<file path="config.mk">
export PLATFORM = sky130hd
export DESIGN_NAME = fft_bin_reader
export DESIGN_NICKNAME = d
export VERILOG_FILES = /design/src/rtl/fft_bin_reader.sv
export SDC_FILE = /design/constraint.sdc
export NUM_CORES = 1
export LEC_CHECK = 0
export BUFFER_PORTS_ARGS = -buffer_cell sky130_fd_sc_hd__buf_4
export CORE_ASPECT_RATIO = 0.9
export CORE_MARGIN = 8
export CORE_UTILIZATION = 55
export CTS_CLUSTER_DIAMETER = 200
export DETAILED_ROUTE_END_ITERATION = 8
export MAX_ROUTING_LAYER = met4
export PLACE_DENSITY = 0.83
export SYNTH_ARGS = -nofsm -noshare
export SYNTH_HDL_FRONTEND = slang
export SYNTH_SLANG_ARGS = --single-unit
</file>
<file path="constraint.sdc">
create_clock -name aclk -period 3.36 [get_ports aclk]
set_input_delay 0.168 -clock aclk [delete_from_list [all_inputs] [get_ports aclk]]
set_output_delay 0.168 -clock aclk [all_outputs]
set_load 0.02 [all_outputs]
</file>
<file path="src/rtl/fft_bin_reader.sv">
// rtl/fft_bin_reader.sv - xfft output reader: frame length check, bin window forwarding, header and zero padding
module fft_bin_reader #(
  parameter int FFT_LEN            = 8192,
  parameter int FFT_CHANNELS       = 2,
  parameter int FFT_AXI_DATA_WIDTH = 32,
  parameter int BIN_START          = 0,
  parameter int BIN_COUNT          = 4096,
  parameter int HDR_EN             = 1
) (
  input  logic                                       aclk,
  input  logic                                       aresetn,
  input  logic [FFT_CHANNELS*FFT_AXI_DATA_WIDTH-1:0] s_axis_tdata,
  input  logic                                       s_axis_tvalid,
  input  logic                                       s_axis_tlast,
  output logic                                       s_axis_tready,
  output logic [FFT_CHANNELS*FFT_AXI_DATA_WIDTH-1:0] m_axis_tdata,
  output logic                                       m_axis_tvalid,
  output logic                                       m_axis_tlast,
  input  logic                                       m_axis_tready,
  output logic [31:0]                                frame_count,
  output logic                                       err_tlast_unexpected,
  output logic                                       err_tlast_missing,
  output logic                                       busy
);

  localparam int W   = FFT_CHANNELS * FFT_AXI_DATA_WIDTH;
  localparam int BIW = (FFT_LEN > 1) ? $clog2(FFT_LEN) : 1;
  localparam int OCW = $clog2(BIN_COUNT + 1);
  localparam logic [BIW-1:0] BIN_LAST = BIW'(FFT_LEN - 1);
  localparam logic [OCW-1:0] OUT_LAST = OCW'(BIN_COUNT - 1);
  localparam logic [OCW-1:0] OUT_FULL = OCW'(BIN_COUNT);

  typedef enum logic [1:0] {S_IDLE, S_HDR, S_PASS, S_PAD} state_t;

  state_t         state, state_nx;
  logic [BIW-1:0] bin_idx, bin_idx_nx;
  logic [OCW-1:0] out_cnt, out_cnt_nx;
  logic [31:0]    bin_idx_w;
  logic [63:0]    hdr_word;
  logic [W-1:0]   ld_data;
  logic           out_free, ld, ld_last, accept, in_window, last_bin, fc_inc;
  logic           err_unexp_nx, err_miss_nx;

  assign out_free  = !m_axis_tvalid || m_axis_tready;
  assign fc_inc    = m_axis_tvalid && m_axis_tready && m_axis_tlast;
  assign last_bin  = (bin_idx == BIN_LAST);
  assign bin_idx_w = 32'(bin_idx);
  assign in_window = (bin_idx_w >= 32'(BIN_START)) && (bin_idx_w < 32'(BIN_START + BIN_COUNT));
  // A previous frame's tlast may be handshaking in the same cycle the header loads.
  assign hdr_word  = {frame_count + {31'd0, fc_inc}, 16'hFFDA, 16'(BIN_COUNT)};
  assign busy      = (state != S_IDLE) || m_axis_tvalid;

  always_ff @(posedge aclk) begin
    if (!aresetn) state <= S_IDLE;
    else          state <= state_nx;
  end

  always_comb begin
    state_nx      = state;
    bin_idx_nx    = bin_idx;
    out_cnt_nx    = out_cnt;
    s_axis_tready = 1'b0;
    accept        = 1'b0;
    ld            = 1'b0;
    ld_last       = 1'b0;
    ld_data       = '0;
    err_unexp_nx  = 1'b0;
    err_miss_nx   = 1'b0;
    case (state)
      S_IDLE: begin
        out_cnt_nx = '0;
        if (s_axis_tvalid) state_nx = (HDR_EN != 0) ? S_HDR : S_PASS;
      end
      S_HDR: begin
        if (out_free) begin
          ld       = 1'b1;
          ld_data  = W'(hdr_word);
          state_nx = S_PASS;
        end
      end
      S_PASS: begin
        s_axis_tready = in_window ? out_free : 1'b1;
        accept        = s_axis_tvalid && s_axis_tready;
        if (accept) begin
          bin_idx_nx = bin_idx + 1'b1;
          if (in_window) begin
            ld         = 1'b1;
            ld_data    = s_axis_tdata;
            ld_last    = (out_cnt == OUT_LAST);
            out_cnt_nx = out_cnt + 1'b1;
          end
          if (s_axis_tlast || last_bin) begin
            bin_idx_nx   = '0;
            err_unexp_nx = s_axis_tlast && !last_bin;
            err_miss_nx  = !s_axis_tlast && last_bin;
            state_nx     = (out_cnt_nx < OUT_FULL) ? S_PAD : S_IDLE;
          end
        end
      end
      S_PAD: begin
        if (out_free) begin
          ld         = 1'b1;
          ld_last    = (out_cnt == OUT_LAST);
          out_cnt_nx = out_cnt + 1'b1;
          if (ld_last) state_nx = S_IDLE;
        end
      end
      default: state_nx = S_IDLE;
    endcase
  end

  always_ff @(posedge aclk) begin
    if (!aresetn) begin
      bin_idx              <= '0;
      out_cnt              <= '0;
      m_axis_tdata         <= '0;
      m_axis_tvalid        <= 1'b0;
      m_axis_tlast         <= 1'b0;
      frame_count          <= '0;
      err_tlast_unexpected <= 1'b0;
      err_tlast_missing    <= 1'b0;
    end else begin
      bin_idx              <= bin_idx_nx;
      out_cnt              <= out_cnt_nx;
      err_tlast_unexpected <= err_unexp_nx;
      err_tlast_missing    <= err_miss_nx;
      if (ld) begin
        m_axis_tdata  <= ld_data;
        m_axis_tvalid <= 1'b1;
        m_axis_tlast  <= ld_last;
      end else if (m_axis_tready) begin
        m_axis_tvalid <= 1'b0;
      end
      if (fc_inc) frame_count <= frame_count + 32'd1;
    end
  end

endmodule

</file>
# After elaboration in Yosys (flattened, before gate mapping)

Cells that the tools add are included.

Input bits: 69
Latch bits: 0
Output and inout bits: 102
Memories: 0
ROM bits: 0
Bits in registers: 128
Memory bits (writable): 0
Logic and storage cells: 79

Equal/unequal tests: 11
Muxes and demuxes: 31
Div/mod/pow operators: 0
Bitwise logic cells: 0
$mul: 0
Add/subtract/negate cells: 4
$lt $le $gt $ge: 3
Shifts and indexed selects: 0
Reduce and logical (&&, ||, !) cells: 21

Operators with widths:

| operator                                               | number |
|---|---|
| two-way mux 64 bit                                     | 3 |
| one-hot mux 64 bit (2 select lines)                    | 1 |
| two-way mux 13 bit                                     | 6 |
| one-hot mux 13 bit (3 select lines)                    | 1 |
| adder 32 x 1 -> 32 bit                                 | 1 |
| adder 32 x 1 -> 32 bit (second input constant)         | 1 |
| adder 13 x 1 -> 13 bit (second input constant)         | 2 |
| less-than comparator 13 bit (second input constant)    | 2 |
| two-way mux 2 bit                                      | 7 |
| equality test 13 x 12 -> 1 bit (second input constant) | 1 |
| equality test 13 bit (second input constant)           | 1 |
| >= comparator 13 x 1 -> 1 bit (second input constant)  | 1 |
| inequality test 2 bit (second input constant)          | 6 |
| two-way mux 1 bit                                      | 10 |
| one-hot mux 2 bit (4 select lines)                     | 1 |
| logical AND 1 bit                                      | 6 |
| AND reduction 6 bit                                    | 1 |
| equality test 2 bit (second input constant)            | 2 |
| one-hot mux 1 bit (2 select lines)                     | 2 |
| AND reduction 4 bit                                    | 1 |
| nonzero test 2 bit                                     | 2 |
| logical NOT 1 bit                                      | 3 |
| logical OR 1 bit                                       | 3 |
| AND reduction 3 bit                                    | 1 |
| 5 further kinds                                        | 5 |

# Depth between registers and ports, before layout

Gate-level depths: netlist (run 1).

Depth after elaboration: 11
Mapped depth: 9
Mapped depth without buffers: 8

# Least setup slack after synthesis (run 1)

Ideal clock, no wire load.

Path type: register -> register
From: reg m_axis_tvalid
To: reg m_axis_tdata[49]
Setup slack: 1.033 ns
Period minus slack after synthesis: 2.327 ns
Library setup time: 0.134 ns
Buffers on the path: 0
Arrival time: 2.194 ns
Cell stages (with the launch flop): 9
Required time: 3.226 ns
Cell sequence: dfxtp_1 nand3_2 inv_1 ha_1 nand3_1 nor4_4 nand3_1 a21oi_1 o22ai_1

Longest elaborated chain between the ends: 6
Elaborated cells between the ends (all ways): 13
Those cells by class: add/sub (1); mux (7); reduce/logical (5)

Ends and longest elaborated chain:

| what                                                                           | line | text |
|---|---|---|
| start, declared                                                                | 17   | `output logic m_axis_tvalid,` |
| start signal, assigned                                                         | 117  | `m_axis_tvalid <= 1'b0;` |
| start signal, assigned                                                         | 129  | `m_axis_tvalid <= 1'b1;` |
| start signal, assigned                                                         | 132  | `m_axis_tvalid <= 1'b0;` |
| parallel branches: the longest is 6 deep, another holds adder 32 x 1 -> 32 bit | --   |  |
| end signal, assigned                                                           | 128  | `m_axis_tdata <= ld_data;` |
| end, declared                                                                  | 16   | `output logic [FFT_CHANNELS*FFT_AXI_DATA_WIDTH-1:0] m_axis_tdata,` |

Parallel ways; which one is timed is not known.
A chain may end at the register's enable or synchronous reset.

# Worst setup path after layout (run 1)

From: reg state[0]
To: reg m_axis_tdata[51]

Longest elaborated chain between the ends: 3
Elaborated cells between the ends (all ways): 6
Those cells by class: eq/ne (3); mux (2); reduce/logical (1)

Ends and longest elaborated chain:

| what                                                                       | line | text |
|---|---|---|
| start, declared                                                            | 35   | `state_t state, state_nx;` |
| start signal, assigned                                                     | 55   | `else state <= state_nx;` |
| equality test 2 bit / equality test 2 x 1 -> 1 bit (equally long branches) | 69   | `case (state)` |
| OR reduction 2 bit (no line)                                               | --   |  |
| one-hot mux 1 bit (2 select lines)                                         | 69   |  |

Several ways; a longest one is shown, not always the timed one.

==> results of run 1 <==
## logic make-up after synthesis
logic type	Yosys count	share of synthesized area [%]
xor gates and xnor gates	75	10.7
DFF	128	41.8
AOI/OAI and AO/OA	132	15.5
adders and majority gates	10	2.04
buffers and inverters	58	4.04
and+or+nand+nor	289	25.9
## per-layer routing
| metal | wire [um] | vias to the layer above | global-route usage (%) | share of wire [%] |
|---|---|---|---|---|
| li1 | - | 2823 | - | - |
| met1 | 8220 | 2812 | 31.8 | 43 |
| met2 | 8950 | 292 | 41.0 | 46 |
| met3 | 1680 | 30 | 7.44 | 8.7 |
| met4 | 412 | 0 | 10.8 | 2.1 |
| met5 | 0 | - | - | 0 |
## cell usage in the layout, fill, tap and decap left out, drive strengths merged, types with 5 or more instances in the layout
cell and count:
nand4b 5, and3 12, dfxtp 128, o22ai 23
and4 8, buf 177, nor3 11, ha 10
clkinv 8, nor2 107, a222oi 7, inv 9
xnor2 33, a221oi 15, dlygate4sd3 5, nand4 24
nand2 45, a22oi 43, a21oi 19, o21ai 10
clkbuf 18, or3 5, and2 5, nor4 11
nand3 30, xor2 42, clkinvlp 5
## worst register-to-register path, cell delays in order (launching register included)
cell and delay, ns:
dfxtp_1 0.40, inv_1 0.12, ha_1 0.22, inv_1 0.13, and3_1 0.25, and2_1 0.72, nand2_1 0.70, o22ai_1 0.35
## sequential cells by signal, summed over array words and instances, names as in the netlist
register	cells
bin_idx	13
m_axis_tlast	1
state	2
m_axis_tdata	64
out_cnt	13
m_axis_tvalid	1
err_tlast_missing	1
err_tlast_unexpected	1
frame_count	32
## power breakdown
| group | switching [mW] | total, mW | internal [mW] |
|---|---|---|---|
| clock | 0.681 | 1.71 | 1.03 |
| combinational | 0.521 | 0.845 | 0.324 |
| sequential | 0.0538 | 1.64 | 1.59 |
| total | 1.26 | 4.20 | 2.94 |
## through the flow
| step | area (um2) | setup slack (ns) | std cells |
|---|---|---|---|
| after detailed placement | 7450 | 0.457 | 972 |
| after global placement | 7450 | 0.600 | 972 |
| after CTS | 8060 | 0.416 | 1009 |
| after floorplan | 6130 | 1.03 | 692 |
| final | 8060 | 0.377 | 1009 |
| after global routing | 8060 | 0.131 | 1009 |
## worst max-delay path by stage
stage	start	to	slack [ns]	cells after the start
after floorplan	m_axis_tvalid	m_axis_tdata[49]	1.03	8
after global placement	state[0]	m_axis_tdata[51]	0.60	7
after detailed placement	state[0]	m_axis_tdata[51]	0.46	7
after CTS	state[0]	m_axis_tdata[51]	0.42	7
after global routing	state[0]	m_axis_tdata[57]	0.13	7
final	state[0]	m_axis_tdata[51]	0.38	7
## cell type report
cell class,count,area [um2]
clock buffer,18,439
inverter,9,33.8
clock inverter,14,119
timing repair buffer,182,1380
tap,152,190
fill,769,2800
multi-input combinational,506,3330
sequential,128,2560
## repair_timing
| item | in CTS | in global routing |
|---|---|---|
| hold endpoints to repair | 6 | 0 |
| hold buffers | 5 | 0 |
| resized for setup | 0 | 0 |
==> results.sh, run 1 <==
export IMPL_status="completed"
export IMPL_crit_chain="inv_1 -> ha_1 -> inv_1 -> and3_1 -> and2_1 -> nand2_1 -> o22ai_1"
export IMPL_async_flop_share_pct=0
export IMPL_ir_worst_vdd_mv=0.417
export IMPL_die_height_um=116
export IMPL_boundaryPins=171
export IMPL_grt_first_pass_wirelength_um=30200
export IMPL_r2r_worst_path_cells=7
export IMPL_maxSlewViolCount=0
export IMPL_cpLargestDelayFamily="simple AND/OR/NAND/NOR gates"
export IMPL_core_mm2=0.0109
export IMPL_synth_area_leaders="dfxtp_1 (42%), nor2_1 (6.6%), xor2_1 (6.0%)"
export IMPL_start_util_pct=56.5
export IMPL_tightest_slew_ns=1.06
export IMPL_cts_buffers=17
export IMPL_grt_overflow=0
export IMPL_hpwl_um=14200
export IMPL_powerDensity_mw_per_mm2=521
export IMPL_critPathKind="reg -> reg"
export IMPL_post_synth_top_count_cell="dfxtp_1"
export IMPL_firstDrtPassIters=5
export IMPL_synth_edf_count=0
export IMPL_r2r_slack_ns=0.38
export IMPL_post_synth_top_area_cell="dfxtp_1"
export IMPL_crit_top_cell="inv_1"
export IMPL_crit_path_end_kind="register"
export IMPL_cp_num_buf_inv=2
export IMPL_drt_wl_total_um=19300
export IMPL_seq_area_frac_synth_pct=41.8
export IMPL_finish_net_count=923
export IMPL_cts_tree="built"
export IMPL_synth_cell_type_count=56
export IMPL_synth_seq_cells=128
export IMPL_clk_transition_reported_paths_ns=0.06
export IMPL_total_power_mw=4.20
export IMPL_hold_ws_ns=0.00749
export IMPL_start_kind="register"
export IMPL_htreeDepth=4
export IMPL_synth_top_area_share_pct=41.8
export IMPL_synthFlopType="dfxtp_1"
export IMPL_synth_avg_cell_area_um2=8.86
export IMPL_arrival_ns=3.31
export IMPL_grt_pass1_vias=5736
export IMPL_grt_usage_pct=26.4
export IMPL_ys_warn_count=0
export IMPL_cp_slowest_cell="and2_1"
export IMPL_rr_endpoint="m_axis_tdata[51]"
export IMPL_crit_path_max_incr_delay_ns=0.72
export IMPL_hold_depth=3
export IMPL_dieWidth_um=127
export IMPL_hold_viol=0
export IMPL_drv_cap=0
export IMPL_cp_required_ns=3.68
export IMPL_gp_congestion=0.970
export IMPL_cts_setup_buffers=0
export IMPL_areaGrowthSynthToFinish_pct=31.4
export IMPL_fp_row_count=36
export IMPL_grt_antenna_before_repair=0
export IMPL_grt_max_degree=60
export IMPL_wire_per_inst_um=19.1
export IMPL_synthesis_area_mm2=0.00613
export IMPL_synthCells=692
export IMPL_fin_crit_ns=2.98
export IMPL_r2r_start="state[0]"
export IMPL_fin_crit_sh_pct=88.8
export IMPL_p_leak_nw=3.20
export IMPL_setup_viol=0
export IMPL_drive_above_1_share_pct=27.0
export IMPL_tns_ns=0
export IMPL_clk_latency_ns=0.42
export IMPL_vias=5957
export IMPL_clock_fmax_ghz=0.335
export IMPL_post_route_drc_count=0
export IMPL_viasPerCell=5.90
export IMPL_numClockSinks=128
export IMPL_hold_end="m_axis_tdata[3]"
export IMPL_drtIter0Drc=543
export IMPL_dieArea_mm2=0.0148
export IMPL_hp_class="in -> reg"
export IMPL_port_buffers=170
export IMPL_clock_skew_ns=0.00762
export IMPL_ys_top_cells_by_count="dfxtp_1 (128), nor2_1 (107), nand2_1 (44), a22oi_1 (43), xor2_1 (42)"
export IMPL_postRouteAntennaNets=0
export IMPL_worstHoldStart="s_axis_tdata[3]"
export IMPL_critical_path_max_fanout=23
export IMPL_final_core_util_pct=74.2
export IMPL_cts_buffer_depth=2
export IMPL_max_slew_margin_pct=29.3
export IMPL_cts_root_buf="clkbuf_16"
export IMPL_diodes=0
export IMPL_rsz0062_at_grt="no"
export IMPL_synth_nets=771
(Power assumes the default switching activity.)
==> inputs of run 2 (changes only) <==
--- a/config.mk
+++ b/config.mk
@@ -13,6 +13,7 @@
 export DETAILED_ROUTE_END_ITERATION = 8
 export MAX_ROUTING_LAYER = met4
 export PLACE_DENSITY = 0.83
+export RECOVER_POWER = 50
 export SYNTH_ARGS = -nofsm -noshare
 export SYNTH_HDL_FRONTEND = slang
 export SYNTH_SLANG_ARGS = --single-unit
==> run 2 against run 1 <==
  * The run now ends with capacitance limit, slew limit left
  * Sequential power hardly changed
  * Final area shrank 4.8%
  * First-iteration DRC count shrank 10%
  * Global-route usage stayed put
  * Total power down 1.2%
  * Clock power about the same
  * Register-to-register slack better by 0.02 ns
  * Clock skew up 0.00070 ns
  * Via count grew 0.29%
  * Non-clock buffer count unchanged
  * Worst setup slack better by 0.023 ns
  * Final cell count unchanged
  * Critical path type unchanged
  * Critical endpoint unchanged
  * Highest routed layer unchanged
==> results.sh, run 2 (synthesized netlist as in run 1, its figures left out) <==
export IMPL_rsz0062_at_grt="no"
export IMPL_ctsResizeCount=0
export IMPL_cp_required_ns=3.66
export IMPL_cts_setup_buffers=0
export IMPL_dpl_cell_area_mm2=0.00745
export IMPL_grt_antenna_before_repair=0
export IMPL_final_common_cell="dfxtp_1"
export IMPL_htreeDepth=4
export IMPL_numClockSinks=128
export IMPL_rr_endpoint="m_axis_tdata[51]"
export IMPL_powerDensity_mw_per_mm2=541
export IMPL_critPathKind="reg -> reg"
export IMPL_fin_crit_sh_pct=88.1
export IMPL_cts_tree="built"
export IMPL_sw_frac_of_total_pct=30.3
export IMPL_hold_viol=0
export IMPL_hp_class="in -> reg"
export IMPL_dieArea_mm2=0.0148
export IMPL_wire_per_inst_um=19.2
export IMPL_violations="capacitance limit, slew limit"
export IMPL_tns_ns=0
export IMPL_critical_path_max_fanout=23
export IMPL_p_clk_share_pct=41.3
export IMPL_clock_fmax_ghz=0.338
export IMPL_largest_reg_flops=64
export IMPL_start_kind="register"
export IMPL_tightest_slew_ns=1.91
export IMPL_boundaryPins=171
export IMPL_arrival_ns=3.26
export IMPL_clk_latency_ns=0.42
export IMPL_maxSlewViolCount=60
export IMPL_cts_buffers=17
export IMPL_design_area_mm2=0.00767
export IMPL_firstDrtPassIters=6
export IMPL_port_buffers=170
export IMPL_hpwl_um=14200
export IMPL_hold_depth=3
export IMPL_setup_viol=0
export IMPL_grt_usage_pct=26.4
export IMPL_p_leak_nw=2.76
export IMPL_max_slew_margin_pct=-27.7
export IMPL_fin_crit_ns=2.96
export IMPL_worstHoldStart="s_axis_tdata[3]"
export IMPL_core_mm2=0.0109
export IMPL_die_height_um=116
export IMPL_drtIter0Drc=487
export IMPL_grt_overflow=0
export IMPL_start_util_pct=56.5
export IMPL_postRouteAntennaNets=0
export IMPL_dieWidth_um=127
export IMPL_reg_top3="m_axis_tdata: 64 flops, frame_count: 32 flops"
export IMPL_crit_path_end_kind="register"
export IMPL_drt_wl_total_um=19300
export IMPL_total_power_mw=4.15
export IMPL_grt_first_pass_wirelength_um=30200
export IMPL_p_int_mw=2.89
export IMPL_largest_register="m_axis_tdata"
export IMPL_grt_max_degree=60
export IMPL_p_seq_share_pct=39.6
export IMPL_hold_ws_ns=0.00527
export IMPL_hold_end="m_axis_tdata[3]"
export IMPL_clk_transition_reported_paths_ns=0.06
export IMPL_combPwrFrac_pct=19.2
export IMPL_final_core_util_pct=70.6
export IMPL_mostFrequentLayoutCells="dfxtp_1 (128), nor2_1 (107), clkbuf_1 (103)"
export IMPL_cts_root_buf="clkbuf_16"
export IMPL_cts_buffer_depth=2
export IMPL_ir_worst_vdd_mv=0.419
export IMPL_diodes=0
export IMPL_post_route_drc_count=0
export IMPL_fp_row_count=36
export IMPL_areaGrowthSynthToFinish_pct=25.1
export IMPL_gp_congestion=0.970
export IMPL_viasPerCell=5.92
export IMPL_drv_cap=1
export IMPL_grt_pass1_vias=5736
export IMPL_r2r_slack_ns=0.40
export IMPL_vias=5974
export IMPL_r2r_worst_path_cells=7
export IMPL_clock_skew_ns=0.00832
export IMPL_status="complete, but fails checks"
export IMPL_r2r_start="state[0]"
export IMPL_finish_net_count=923
export IMPL_drive_above_1_share_pct=14.8
export IMPL_p_switching_mw=1.26
[run 2: area by class of cell]
class	instances	area, um2
Fill cell	878	3190
Multi-Input combinational cell	506	3330
Tap cell	152	190
Timing Repair Buffer	182	992
Sequential cell	128	2560
Clock buffer	18	439
Clock inverter	14	119
Inverter	9	33.8
[run 2: metal layers]
| metal | wire length [um] | track usage, % | up-vias |
|---|---|---|---|
| met3 | 1640 | 7.44 | 36 |
| met2 | 8980 | 41.0 | 276 |
| li1 | - | - | 2819 |
| met5 | 0 | - | - |
| met1 | 8290 | 31.8 | 2843 |
| met4 | 431 | 10.8 | 0 |
[run 2: power groups by stage]
stage / Sequential, mW / Clock, mW / Combinational, mW
final: 1.64 / 1.71 / 0.796
after global routing: 1.65 / 1.80 / 0.862
after CTS: 1.64 / 1.72 / 0.840
after detailed placement: 1.67 / 0 / 0.831
after global placement: 1.67 / 0 / 0.803
after floorplan: 1.72 / 0 / 0.473
[run 2: metrics by stage]
step,instances,setup slack (ns)
3_5_place_dp,972,0.457
3_3_place_gp,972,0.600
5_1_grt,1009,0.129
2_1_floorplan,692,1.03
6_report,1009,0.400
4_1_cts,1009,0.416
[run 2: worst max-delay path, stage by stage, from the launching register on]
cell	delay, ns
dfxtp_1	0.40
inv_1	0.11
ha_1	0.22
inv_1	0.13
and3_1	0.25
and2_1	0.69
nand2_1	0.69
o22ai_1	0.35
[run 2: what timing repair did]
| action | 4_1_cts | 5_1_grt |
|---|---|---|
| setup endpoints to repair | 0 | 0 |
| endpoints found under the hold margin | 6 | 0 |
| hold buffers | 5 | 0 |
[run 2: worst max path at each step]
stage	from	cells after the start	to	slack, ns
3_3_place_gp	state[0]	7	m_axis_tdata[51]	0.60
5_1_grt	state[0]	7	m_axis_tdata[57]	0.13
4_1_cts	state[0]	7	m_axis_tdata[51]	0.42
3_5_place_dp	state[0]	7	m_axis_tdata[51]	0.46
6_report	state[0]	7	m_axis_tdata[51]	0.40
2_1_floorplan	m_axis_tvalid	8	m_axis_tdata[49]	1.03
==> inputs of run 3 (changes only) <==
--- a/config.mk
+++ b/config.mk
@@ -6,7 +6,7 @@
 export NUM_CORES = 1
 export LEC_CHECK = 0
 export BUFFER_PORTS_ARGS = -buffer_cell sky130_fd_sc_hd__buf_4
-export CORE_ASPECT_RATIO = 0.9
+export CORE_ASPECT_RATIO = 0.6
 export CORE_MARGIN = 8
 export CORE_UTILIZATION = 55
 export CTS_CLUSTER_DIAMETER = 200
==> run 3 against run 2 <==
  * The run now ends clean
  * Combinational power rose by 2.9%
  * Worst setup slack got worse by 0.14 ns
  * Clock skew rose by 0.00052 ns
  * Sequential cell count did not move
  * Hold slack improved by 0.00090 ns
  * Wire length fell by 1.8%
  * Fmax fell by 4.6%
  * Final area rose by 1.4%
  * Count of clock-buffer cells in the layout fell by 1
==> results.sh, run 3 (synthesized netlist as in run 1, its figures left out) <==
export IMPL_status="completed"
export IMPL_tns_ns=0
export IMPL_drive_above_1_share_pct=14.4
export IMPL_drt_wl_total_um=19000
export IMPL_cts_buffers=17
export IMPL_cts_setup_buffers=0
export IMPL_clock_skew_ns=0.00884
export IMPL_clk_latency_ns=0.42
export IMPL_clk_transition_reported_paths_ns=0.06
export IMPL_grt_antenna_before_repair=0
export IMPL_gp_congestion=0.920
export IMPL_grt_pass1_vias=6060
export IMPL_fin_crit_ns=3.10
export IMPL_fp_row_count=30
export IMPL_largest_register="m_axis_tdata"
export IMPL_start_util_pct=55.4
export IMPL_diodes=0
export IMPL_maxSlewViolCount=0
export IMPL_grt_first_pass_wirelength_um=31100
export IMPL_drtIter0Drc=449
export IMPL_numClockSinks=128
export IMPL_layout_setup_ws_ns=0.258
export IMPL_die_height_um=97.8
export IMPL_start_kind="register"
export IMPL_largest_reg_flops=64
export IMPL_areaGrowthSynthToFinish_pct=26.9
export IMPL_r2r_worst_path_cells=5
export IMPL_wire_per_inst_um=18.8
export IMPL_hpwl_um=13100
export IMPL_hold_ws_ns=0.00617
export IMPL_finish_net_count=933
export IMPL_multiInputGateArea_mm2=0.00329
export IMPL_grt_overflow=0
export IMPL_p_leak_nw=2.80
export IMPL_critPathKind="reg -> reg"
export IMPL_arrival_ns=3.41
export IMPL_crit_chain="inv_1 -> ha_1 -> and2_1 -> nand2_1 -> o22ai_1"
export IMPL_dieWidth_um=152
export IMPL_critical_path_max_fanout=23
export IMPL_crit_path_max_incr_delay_ns=0.77
export IMPL_n_fill_cell=908
export IMPL_post_route_drc_count=0
export IMPL_cp_num_buf_inv=1
export IMPL_fin_crit_sh_pct=92.3
export IMPL_setup_viol=0
export IMPL_vias=6004
export IMPL_final_core_util_pct=70.2
export IMPL_htreeDepth=4
export IMPL_clock_fmax_ghz=0.322
export IMPL_drv_cap=0
export IMPL_cts_tree="built"
export IMPL_cp_slowest_cell="and2_1"
export IMPL_hp_class="in -> reg"
export IMPL_cpLargestDelayFamily="simple AND/OR/NAND/NOR gates"
export IMPL_rsz0062_at_grt="no"
export IMPL_port_buffers=170
export IMPL_worst_path_stages=5
export IMPL_crit_path_end_kind="register"
export IMPL_cp_required_ns=3.67
export IMPL_tightest_slew_ns=1.06
export IMPL_firstDrtPassIters=5
export IMPL_core_mm2=0.0111
export IMPL_viasPerCell=5.94
export IMPL_grt_usage_pct=26.0
export IMPL_reg_top3="m_axis_tdata: 64 flops, frame_count: 32 flops"
export IMPL_ir_worst_vdd_mv=0.421
export IMPL_hold_depth=3
export IMPL_boundaryPins=171
export IMPL_dieArea_mm2=0.0149
export IMPL_cts_buffer_depth=2
export IMPL_grt_max_degree=45
export IMPL_seq_area_mm2=0.00256
export IMPL_powerDensity_mw_per_mm2=556
export IMPL_max_slew_margin_pct=28.5
export IMPL_hold_viol=0
export IMPL_postRouteAntennaNets=0
export IMPL_final_common_cell="dfxtp_1"
export IMPL_mostFrequentLayoutCells="dfxtp_1 (128), nor2_1 (107), clkbuf_1 (101)"
export IMPL_post_place_ws_ns=0.404
export IMPL_cts_root_buf="clkbuf_16"
==> run 3: final cells by class <==
type                            instances  area share, %
Timing Repair Buffer                  192           14.3
Inverter                                9          0.450
Multi-Input combinational cell        506           42.4
Clock inverter                         14           2.16
Sequential cell                       128           32.9
Tap cell                              144           2.32
Clock buffer                           17           5.47
==> run 3: per-layer routing <==
layer / share of wire (%) / wire length (um) / vias to the layer above / global-route usage, %
met5: 0 / 0 / - / -
met4: 2.7 / 520 / 0 / 11.9
met3: 6.5 / 1230 / 48 / 5.95
met2: 46 / 8730 / 260 / 41.3
met1: 45 / 8510 / 2855 / 31.1
li1: - / - / 2841 / -
==> run 3: tightest hold or removal path: stages <==
cell      delay [ns]
buf_4           0.08
a221oi_1        0.06
nor2_1          0.08
==> run 3: power breakdown <==
| group | internal (mW) | total [mW] | switching, mW |
|---|---|---|---|
| registers | 1.59 | 1.64 | 0.0540 |
| clock network | 1.16 | 1.87 | 0.706 |
| logic | 0.286 | 0.819 | 0.533 |
| total | 3.03 | 4.33 | 1.29 |
==> run 3: path summary, 6_finish.rpt <==
path,to,startpoint,slack [ns]
worst max-delay path,m_axis_tdata[49],state[1],0.26
worst min register to register,bin_idx[1],bin_idx[1],0.49
worst min-delay path,m_axis_tdata[20],s_axis_tdata[20],0.006
worst max register to register,m_axis_tdata[49],state[1],0.26
==> run 3: through the flow <==
stage | total power, mW | area [um2] | instances
6_report | 4.33 | 7780 | 1010
5_1_grt | 4.49 | 7780 | 1010
4_1_cts | 4.38 | 8190 | 1010
3_5_place_dp | 2.51 | 7450 | 964
3_3_place_gp | 2.48 | 7450 | 964
2_1_floorplan | 2.20 | 6130 | 692
==> run 3: timing repair <==
action	in CTS	in global routing
hold buffers	15	0
hold endpoints to repair	16	0
gates resized for setup	0	0
